File: config.mk
export PLATFORM = sky130hd
export DESIGN_NAME = add_sequencer
export DESIGN_NICKNAME = d
export VERILOG_FILES = /design/src/rtl/add_sequencer.sv
export SDC_FILE = /design/constraint.sdc
export NUM_CORES = 1
export LEC_CHECK = 0
export BUFFER_PORTS_ARGS = -buffer_cell sky130_fd_sc_hd__buf_2
export CAP_MARGIN = 10
export CORE_UTILIZATION = 35
export DETAILED_ROUTE_END_ITERATION = 7
export SYNTH_ARGS = -nofsm -noshare
export SYNTH_HDL_FRONTEND = slang
export SYNTH_SLANG_ARGS = --single-unit
export TNS_END_PERCENT = 30
File: constraint.sdc
create_clock -name clk -period 2.9 [get_ports clk]
set_input_delay 0.29 -clock clk [delete_from_list [all_inputs] [get_ports clk]]
set_output_delay 0.29 -clock clk [all_outputs]
set_load 0.1 [all_outputs]
File: src/rtl/add_sequencer.sv
// Two-requester nibble-serial adder: one shared 4-bit ripple adder, round-robin arbitration, valid/ready response.
// Optional subtract support is compiled in with `define ADD_SEQ_SUB_EN.

module add_seq_fa (
    input  logic a,
    input  logic b,
    input  logic cin,
    output logic s,
    output logic cout
);
    assign s    = a ^ b ^ cin;
    assign cout = (a & b) | (cin & (a ^ b));
endmodule

module add_sequencer #(
    parameter int WORDS = 4
) (
    input  logic                 clk,
    input  logic                 rst,
`ifdef ADD_SEQ_SUB_EN
    input  logic                 req0_sub,
    input  logic                 req1_sub,
`endif
    input  logic                 req0_valid,
    output logic                 req0_ready,
    input  logic [4*WORDS-1:0]   req0_a,
    input  logic [4*WORDS-1:0]   req0_b,
    input  logic                 req1_valid,
    output logic                 req1_ready,
    input  logic [4*WORDS-1:0]   req1_a,
    input  logic [4*WORDS-1:0]   req1_b,
    output logic                 rsp_valid,
    input  logic                 rsp_ready,
    output logic                 rsp_id,
    output logic [4*WORDS-1:0]   rsp_sum,
    output logic                 rsp_cout,
    output logic                 busy
);
    localparam int W     = 4 * WORDS;
    localparam int IDX_W = (WORDS > 1) ? $clog2(WORDS) : 1;

    typedef enum logic [1:0] {IDLE, ADD, DONE} state_t;

    state_t           state_reg;
    logic [W-1:0]     a_reg;
    logic [W-1:0]     b_reg;
    logic [W-1:0]     sum_reg;
    logic             carry_reg;
    logic [IDX_W-1:0] idx_reg;
    logic             id_reg;
    logic             last_reg;
    logic             rsp_valid_reg;
    logic             busy_reg;

    logic             grant0;
    logic             grant1;
    logic             sub_sel;
    logic [W-1:0]     a_in;
    logic [W-1:0]     b_in;
    logic [3:0]       nib_sum;
    logic [4:0]       carry_chain;
    logic [W-1:0]     sum_next;

    // Ties go to the requester that was not served last.
    always_comb begin
        grant0 = 1'b0;
        grant1 = 1'b0;
        if (state_reg == IDLE) begin
            grant0 = req0_valid & (~req1_valid | last_reg);
            grant1 = req1_valid & (~req0_valid | ~last_reg);
        end
    end

    assign req0_ready = grant0;
    assign req1_ready = grant1;

`ifdef ADD_SEQ_SUB_EN
    assign sub_sel = grant1 ? req1_sub : req0_sub;
`else
    assign sub_sel = 1'b0;
`endif

    assign a_in = grant1 ? req1_a : req0_a;
    assign b_in = grant1 ? req1_b : req0_b;

    // Operands shift down a nibble per pass, so the adder always sees bits [3:0].
    assign carry_chain[0] = carry_reg;
    generate
        for (genvar gi = 0; gi < 4; gi++) begin : g_fa
            add_seq_fa u_fa (
                .a    (a_reg[gi]),
                .b    (b_reg[gi]),
                .cin  (carry_chain[gi]),
                .s    (nib_sum[gi]),
                .cout (carry_chain[gi+1])
            );
        end
        if (WORDS > 1) begin : g_sum_wide
            assign sum_next = {nib_sum, sum_reg[W-1:4]};
        end else begin : g_sum_narrow
            assign sum_next = nib_sum;
        end
    endgenerate

    always_ff @(posedge clk) begin
        if (rst) begin
            state_reg     <= IDLE;
            a_reg         <= '0;
            b_reg         <= '0;
            sum_reg       <= '0;
            carry_reg     <= 1'b0;
            idx_reg       <= '0;
            id_reg        <= 1'b0;
            last_reg      <= 1'b1;
            rsp_valid_reg <= 1'b0;
            busy_reg      <= 1'b0;
        end else begin
            case (state_reg)
                IDLE: begin
                    if (grant0 || grant1) begin
                        a_reg     <= a_in;
                        // Subtraction is a + ~b + 1: invert b here, seed the carry with 1.
                        b_reg     <= sub_sel ? ~b_in : b_in;
                        carry_reg <= sub_sel;
                        id_reg    <= grant1;
                        idx_reg   <= '0;
                        busy_reg  <= 1'b1;
                        state_reg <= ADD;
                    end
                end
                ADD: begin
                    a_reg     <= a_reg >> 4;
                    b_reg     <= b_reg >> 4;
                    sum_reg   <= sum_next;
                    carry_reg <= carry_chain[4];
                    if (idx_reg == IDX_W'(WORDS - 1)) begin
                        idx_reg       <= '0;
                        rsp_valid_reg <= 1'b1;
                        state_reg     <= DONE;
                    end else begin
                        idx_reg <= idx_reg + IDX_W'(1);
                    end
                end
                DONE: begin
                    if (rsp_ready) begin
                        rsp_valid_reg <= 1'b0;
                        busy_reg      <= 1'b0;
                        last_reg      <= id_reg;
                        state_reg     <= IDLE;
                    end
                end
                default: begin
                    state_reg <= IDLE;
                end
            endcase
        end
    end

    assign rsp_valid = rsp_valid_reg;
    assign rsp_id    = id_reg;
    assign rsp_sum   = sum_reg;
    assign rsp_cout  = carry_reg;
    assign busy      = busy_reg;

endmodule

==> results of run 1 <==
-- per-layer routing --
layer / global-route usage [%] / vias up / routed length [microns]
met2: 30.1 / 82 / 3700
met4: 5.22 / 0 / 90
li1: - / 1356 / -
met3: 6.00 / 9 / 454
met1: 23.2 / 1240 / 3650
met5: 0 / - / 0
-- cells in the mapped netlist, drive strengths merged (6+ instances only) --
| cell type | number |
|---|---|
| buf | 30 |
| a21oi | 23 |
| nor3b | 14 |
| a211oi | 9 |
| o221a | 32 |
| a2111oi | 24 |
| nor2b | 11 |
| inv | 29 |
| dfxtp | 57 |
| nor4 | 24 |
| nand2 | 34 |
| nor2 | 6 |
-- layout by cell type (no fill, tap or decap), types with 2 or more instances in the layout --
cell type and count:
nor3b_1 14, clkbuf_8 11, bufinv_16 4, nand3_1 2
nor2b_1 10, buf_4 8, dfxtp_1 56, nor4_1 24
a21oi_1 23, a2111oi_2 23, o221a_1 30, nand2b_1 5
a211oi_1 9, nand2_1 34, inv_1 29, fa_1 4
nor2_1 5, buf_2 90, o211ai_1 3, o21ai_0 2
o221a_2 2
-- final timing paths --
path | start | endpoint | slack [ns] | cells past startpoint
max | b_reg[0] | rsp_sum[15] | 0.58 | 8
min | req0_a[11] | a_reg[11] | 0.20 | 2
max reg2reg | b_reg[0] | rsp_sum[15] | 0.58 | 8
min reg2reg | rsp_sum[1] | rsp_sum[1] | 0.45 | 2
-- layout make-up --
type	count	area, sq um
Fill cell	846	4580
Multi-Input combinational cell	201	1610
Sequential cell	57	1140
Timing Repair Buffer	99	531
Clock buffer	11	151
Tap cell	105	131
Clock inverter	5	125
Inverter	29	109
-- kinds of logic after synthesis --
kind of cell | count (synthesis) | share of synthesized area [%]
buf+inv | 63 | 10.7
flops | 57 | 37.0
mux | 1 | 0.325
compound gates | 95 | 31.0
fa+ha+maj | 5 | 3.00
simple gates | 100 | 18.0
-- through the flow --
stage / power, uW / hold WS (ns)
2_1_floorplan: 1280 / 0.462
3_3_place_gp: 1390 / 0.441
3_5_place_dp: 1400 / 0.444
4_1_cts: 2440 / 0.185
5_1_grt: 2520 / 0.186
6_report: 2410 / 0.198
-- power groups by stage --
stage	Combinational [uW]	Clock [uW]	Sequential, uW
final	480	1030	900
after global routing	523	1090	907
after global placement	476	0	915
after floorplan	289	0	989
after detailed placement	482	0	917
after CTS	484	1050	900
==> results.json, run 1 <==
{
  "wl_mm": 7.89,
  "tns_ns": 0,
  "synth_top_area_share_pct": 37.0,
  "dr.pass1.iters": 4,
  "grt_max_degree": 36,
  "hold_path.class": "input port to flop",
  "area_growth_pct": 23.3,
  "cts.path.max_buffers": 2,
  "p_sw_uw": 685,
  "design.die.area_sq_um": 9190,
  "row_count": 33,
  "synth_nets": 395,
  "power_density_nw_per_um2": 634,
  "ys_seq_elements": 57,
  "fmax_ghz": 0.431,
  "critPathTopFamily": "adder cells",
  "io_pins": 91,
  "rsz0062_at_grt": "no",
  "drv_cap": 0,
  "arrival_ns": 2.60,
  "cts.sink_count": 57,
  "path_cells": "inv_1 > fa_1 > inv_1 > fa_1 > fa_1 > fa_1 > nand2_1 > a21oi_1",
  "pre_cts_ws_ns": 0.571,
  "max_slew_margin_pct": 44.9,
  "synthFlopType": "dfxtp_1",
  "first_iter_violations": 106,
  "cpPeakStageDelay_ns": 0.54,
  "grt_overflow": 0,
  "synth_top_cells_by_area": "dfxtp_1, a2111oi_2, o221a_1",
  "cts_made_buffers": 9,
  "syn_inst": 321,
  "vias": 2687,
  "gp_congestion": 0.731,
  "final_util_pct": 45.4,
  "cpMostUsedCell": "fa_1",
  "grt_pass1_wl_mm": 12.9,
  "intPower_uw": 1730,
  "path_clk_slew_ns": 0.07,
  "syn_area_sq_um": 3080,
  "tightestPinTransition_ns": 0.827,
  "start_util_pct": 36.8,
  "synth_top_area_cell": "dfxtp_1",
  "dp_hpwl_mm": 5.44,
  "clockRootBuffer": "clkbuf_8",
  "ctsResizeCount": 0,
  "setup_viol": 0,
  "viasPerCell": 5.30,
  "avgRoutedWirePerCell_microns": 15.6,
  "worstPathRequired_ns": 3.18,
  "yosysSeqAreaShare_pct": 37.0,
  "cts_tree": "yes",
  "clkPwrFrac_pct": 42.8,
  "gr-usage-all-layers_pct": 18.4,
  "place_area_sq_um": 3530,
  "period_share_pct": 80.0,
  "final_hold_viol_count": 0,
  "outcome": "complete, no violations",
  "synth.avg_cell_area_sq_um": 9.61,
  "worstSetupStartpointType": "flop",
  "layout.cells.non_filler": 507,
  "finalMaxSlewViolations": 0,
  "diodes": 0,
  "drive_gt1_share_pct": 35.8,
  "die_w_microns": 95.9,
  "p_seq_share_pct": 37.3,
  "vdd_drop_max_mv": 0.308,
  "final.min_clock_period_ns": 2.32,
  "io_buffers": 90,
  "stdcell_area_sq_um": 3800,
  "die_height_microns": 95.9,
  "post_cts_buffers": 0,
  "p_leak_uw": 0.00153,
  "combPwrFrac_pct": 19.9,
  "grt_pass1_vias": 2631,
  "path_buf_inv": 2,
  "clock_latency_ns": 0.35,
  "drtAntennaViolNets": 0,
  "dp_cells": 491,
  "switching_share_pct": 28.4,
  "holdBufCountCts": 0,
  "h-tree-depth": 3,
  "slowest_stage": "fa_1",
  "path_class": "flop to flop",
  "finClkSkew_ns": 0.00720,
  "yosys.cell_types.count": 33,
  "drc": 0,
  "ys_async_sr_fraction_pct": 0,
  "setup_ws_ns": 0.580,
  "grt_antenna_before_repair": 0,
  "critPathCaptureType": "flop",
  "coreArea_sq_um": 8380,
  "crit_fanout": 2,
  "num-nets-final": 471,
  "synth-edff-count": 0,
  "ys_warn_count": 0
}
Power figures use the tool's default switching activity.
==> inputs of run 2 (changes only) <==
- clock period: 2.9 -> 2.1 ns (I/O delays scaled with it)
==> run 2 against run 1 <==
Net effect: global-route usage decreased by 0.37 points; utilization is 0.12 points higher; flip-flop and latch count is the same; register-to-register slack got worse by 0.46 ns; count of clock-buffer cells in the layout unchanged; wire length down 3.0%; combinational power increased by 41%; die area is the same; power rose by 27%; non-clock buffer count grew 6; final cell count rose by 1.2%; largest cell class unchanged; largest power group is now sequential cells.
==> results.json, run 2 (synthesized netlist as in run 1, its figures left out) <==
{
  "cts.path.max_buffers": 2,
  "worstSetupStartpointType": "flop",
  "arrival_ns": 2.27,
  "vdd_drop_max_mv": 0.356,
  "holdWs_ns": 0.126,
  "row_count": 33,
  "cts.sink_count": 57,
  "slowest_stage": "fa_1",
  "crit_start": "rsp_cout",
  "dp_cells": 497,
  "r2r_end": "rsp_sum[15]",
  "die_w_microns": 95.9,
  "drtAntennaViolNets": 0,
  "critPathTopFamily": "adder cells",
  "reg2reg_slack_ns": 0.12,
  "avgRoutedWirePerCell_microns": 14.9,
  "final_cell_mix": "buf_2, dfxtp_1, nand2_1, o221a_1, inv_1",
  "path_clk_slew_ns": 0.07,
  "design.die.area_sq_um": 9190,
  "critPathCaptureType": "flop",
  "worstPathRequired_ns": 2.38,
  "dr.pass1.iters": 4,
  "rsz0062_at_grt": "no",
  "die_height_microns": 95.9,
  "grt_overflow": 0,
  "first_iter_violations": 153,
  "drc": 0,
  "r2r_cells": 8,
  "tns_ns": 0,
  "setup_ws_ns": 0.115,
  "drive_gt1_share_pct": 37.7,
  "tightestPinTransition_ns": 0.529,
  "holdBufCountCts": 0,
  "cp.depth": 8,
  "grt_pass1_wl_mm": 12.6,
  "power_density_nw_per_um2": 801,
  "layout.cells.non_filler": 513,
  "diodes": 0,
  "viasPerCell": 5.25,
  "setup_viol": 0,
  "wl_mm": 7.66,
  "final.min_clock_period_ns": 1.98,
  "path_buf_inv": 2,
  "start_util_pct": 36.8,
  "grt_pass1_vias": 2593,
  "layout_commonest_cell": "buf_2",
  "hold_path.class": "input port to flop",
  "dp_hpwl_mm": 5.33,
  "coreArea_sq_um": 8380,
  "io_buffers": 90,
  "period_share_pct": 94.5,
  "final_util_pct": 45.5,
  "p_leak_uw": 0.00153,
  "r2r_start": "rsp_cout",
  "area_growth_pct": 23.7,
  "num-nets-final": 477,
  "drv_cap": 0,
  "h-tree-depth": 3,
  "grt_antenna_before_repair": 0,
  "cts_made_buffers": 9,
  "pre_cts_ws_ns": 0.0814,
  "vias": 2691,
  "max_slew_margin_pct": 64.7,
  "cpPeakStageDelay_ns": 0.48,
  "clock_latency_ns": 0.34,
  "fmax_ghz": 0.504,
  "path_class": "flop to flop",
  "finalMaxSlewViolations": 0,
  "cts_tree": "yes",
  "grt_max_degree": 34,
  "gp_congestion": 0.743,
  "crit_fanout": 3,
  "gr-usage-all-layers_pct": 18.1,
  "finClkSkew_ns": 0.00979,
  "io_pins": 91,
  "final_hold_viol_count": 0,
  "path_cells": "inv_2 > fa_1 > inv_1 > fa_2 > fa_2 > fa_1 > nand2_1 > a21oi_1",
  "endpoint": "rsp_sum[15]",
  "outcome": "complete, no violations",
  "clockRootBuffer": "clkbuf_8"
}
==> run 2: cell types whose count changed in the layout (fill, tap and decap cells not counted), moves of 2 or more <==
cell	previous run	this run
buf_4	8	13
inv_1	29	27
fa_1	4	2
bufinv_16	4	2
inv_2	0	2
fa_2	0	2
==> run 2: how the worst min path moves through the flow <==
stage                     startpoint    endpoint  cells after the start
after floorplan            req0_a[0]    a_reg[0]                      1
after global placement    rsp_sum[0]  rsp_sum[0]                      2
after detailed placement  rsp_sum[0]  rsp_sum[0]                      2
after CTS                  req0_a[6]    a_reg[6]                      2
after global routing       req0_a[6]    a_reg[6]                      2
final                     req0_b[12]   b_reg[12]                      2
==> run 2: final cells by class <==
class	instances	area (sq um)
clock buffer	11	141
clock inverter	5	78.8
fill	854	4570
inverter	29	109
multi-input combinational	201	1620
sequential	57	1150
tap	105	131
timing repair buffer	105	588
==> run 2: per-stage QoR <==
stage	power, uW	cell area [sq um]
3_5_place_dp	1940	3590
5_1_grt	3210	3810
6_report	3050	3810
2_1_floorplan	1770	3090
3_3_place_gp	1930	3590
4_1_cts	3090	3810
==> run 2: metal layers <==
metal / routed length (microns) / GRT usage (%) / up-vias
met5: 0 / 0 / -
met4: 62 / 5.97 / 0
met3: 568 / 4.90 / 7
met2: 3450 / 29.1 / 100
met1: 3580 / 23.3 / 1213
li1: - / - / 1371
==> run 2: timing repair <==
action,CTS,global route
setup buffers,0,0
hold endpoints to repair,0,0
endpoints found under the setup margin,0,1
gates resized for setup,0,1
==> run 2: power by group <==
group,total [uW],switching (uW),internal (uW),leakage (uW)
sequential,1230,64.6,1170,0.000471
combinational,676,427,249,0.000946
clock,1140,446,698,0.000113
total,3050,937,2120,0.00153
==> inputs of run 3 (changes only) <==
- CORE_MARGIN: not set -> 2
- SETUP_SLACK_MARGIN: not set -> 0.02
==> run 3 against run 2 <==
Net effect: worst setup slack got worse by 0.056 ns; worst hold slack worse by 0.0081 ns; first-iteration DRC count is 31% lower; final cell count is 0.19% higher; largest power group unchanged; highest routed layer unchanged.
==> results.json, run 3 (synthesized netlist as in run 1, its figures left out) <==
{
  "grt_max_degree": 42,
  "path_buf_inv": 2,
  "holdBufCountCts": 0,
  "hold_path.class": "input port to flop",
  "h-tree-depth": 3,
  "cts_tree": "yes",
  "power.total_uw": 2940,
  "holdWs_ns": 0.118,
  "dp_cells": 499,
  "max_slew_margin_pct": 57.1,
  "dp_hpwl_mm": 5.64,
  "design.die.area_sq_um": 9580,
  "path_class": "flop to flop",
  "io_pins": 91,
  "drive_gt1_share_pct": 37.7,
  "dr.pass1.iters": 4,
  "wl_mm": 7.87,
  "cts_made_buffers": 9,
  "final_util_pct": 43.9,
  "critPathTopFamily": "adder cells",
  "avgRoutedWirePerCell_microns": 15.3,
  "tightestPinTransition_ns": 0.643,
  "stdcell_area_sq_um": 3790,
  "vias": 2700,
  "clockRootBuffer": "clkbuf_8",
  "worstSetupStartpointType": "flop",
  "grt_overflow": 0,
  "vdd_drop_max_mv": 0.310,
  "first_iter_violations": 105,
  "fmax_ghz": 0.490,
  "coreArea_sq_um": 8640,
  "rsz0062_at_grt": "yes",
  "grt_pass1_vias": 2640,
  "power_density_nw_per_um2": 777,
  "final_cell_mix": "buf_2, dfxtp_1, nand2_1, o221a_1, inv_1",
  "finClkSkew_ns": 0.00921,
  "final.min_clock_period_ns": 2.04,
  "area_growth_pct": 22.8,
  "diodes": 0,
  "drc": 0,
  "row_count": 34,
  "arrival_ns": 2.32,
  "p_leak_uw": 0.00151,
  "finalMaxSlewViolations": 0,
  "grt_pass1_wl_mm": 12.9,
  "outcome": "complete, no violations",
  "grt_antenna_before_repair": 0,
  "gp_congestion": 0.780,
  "critPathCaptureType": "flop",
  "setup_viol": 0,
  "period_share_pct": 97.2,
  "drv_cap": 0,
  "io_buffers": 90,
  "gr-usage-all-layers_pct": 16.7,
  "cts.sink_count": 57,
  "worstPathRequired_ns": 2.38,
  "num-nets-final": 476,
  "viasPerCell": 5.25,
  "drtAntennaViolNets": 0,
  "slowest_stage": "fa_1",
  "layout_commonest_cell": "buf_2",
  "place_area_sq_um": 3590,
  "crit_fanout": 3,
  "path_cells": "inv_2 > fa_1 > inv_1 > fa_2 > fa_2 > fa_1 > nand2_1 > a21oi_2",
  "die_height_microns": 97.9,
  "layout.cells.non_filler": 514,
  "die_w_microns": 97.9,
  "start_util_pct": 35.7,
  "path_clk_slew_ns": 0.07,
  "final_hold_viol_count": 0,
  "clock_latency_ns": 0.34,
  "cts.path.max_buffers": 2,
  "cpPeakStageDelay_ns": 0.49
}
-- run 3: path summary, 6_finish.rpt --
check | end | cells past startpoint | slack (ns) | from
max | rsp_sum[15] | 8 | 0.06 | rsp_cout
min | a_reg[12] | 2 | 0.12 | req0_a[12]
max reg2reg | rsp_sum[15] | 8 | 0.06 | rsp_cout
min reg2reg | rsp_sum[1] | 2 | 0.46 | rsp_sum[1]
-- run 3: what timing repair did --
action / in CTS / in global routing
endpoints found under the setup margin: 1 / 1
cloned: 0 / 0
setup buffers: 0 / 0
resized for setup: 1 / 1
-- run 3: metrics by stage --
step | setup WS (ns) | setup TNS (ns)
after floorplan | 0.0310 | 0
after global routing | -0.0309 | -0.0309
after CTS | 0.0572 | 0
after global placement | 0.0959 | 0
final | 0.0591 | 0
after detailed placement | 0.0321 | 0
-- run 3: worst reg2reg max path, delay by kind of cell, from the launching register on --
kind	cells	cell delay, ns
simple gates	1	0.06
flops	1	0.35
compound gates	1	0.11
fa+ha+maj	4	1.36
buf+inv	2	0.11
-- run 3: metal layers --
| layer | share of wire (%) | GRT usage (%) | wire, microns | vias to the layer above |
|---|---|---|---|---|
| met5 | 0 | 0 | 0 | - |
| met4 | 1.3 | 5.98 | 103 | 0 |
| met3 | 5.7 | 4.72 | 449 | 9 |
| met2 | 46 | 25.5 | 3580 | 86 |
| met1 | 47 | 22.7 | 3730 | 1239 |
| li1 | - | - | - | 1366 |
-- run 3: layout make-up --
type / instances / area (sq um)
Fill cell: 869 / 4850
Multi-Input combinational cell: 201 / 1620
Sequential cell: 57 / 1150
Timing Repair Buffer: 104 / 581
Clock buffer: 12 / 155
Tap cell: 108 / 135
Inverter: 29 / 109
Clock inverter: 3 / 40.0
-- run 3: report_power, final --
| part | leakage (uW) | internal, uW | switching, uW |
|---|---|---|---|
| registers | 0.000471 | 1170 | 66.9 |
| logic | 0.000940 | 253 | 430 |
| clock network | 0.000102 | 602 | 421 |
| total | 0.00151 | 2020 | 918 |
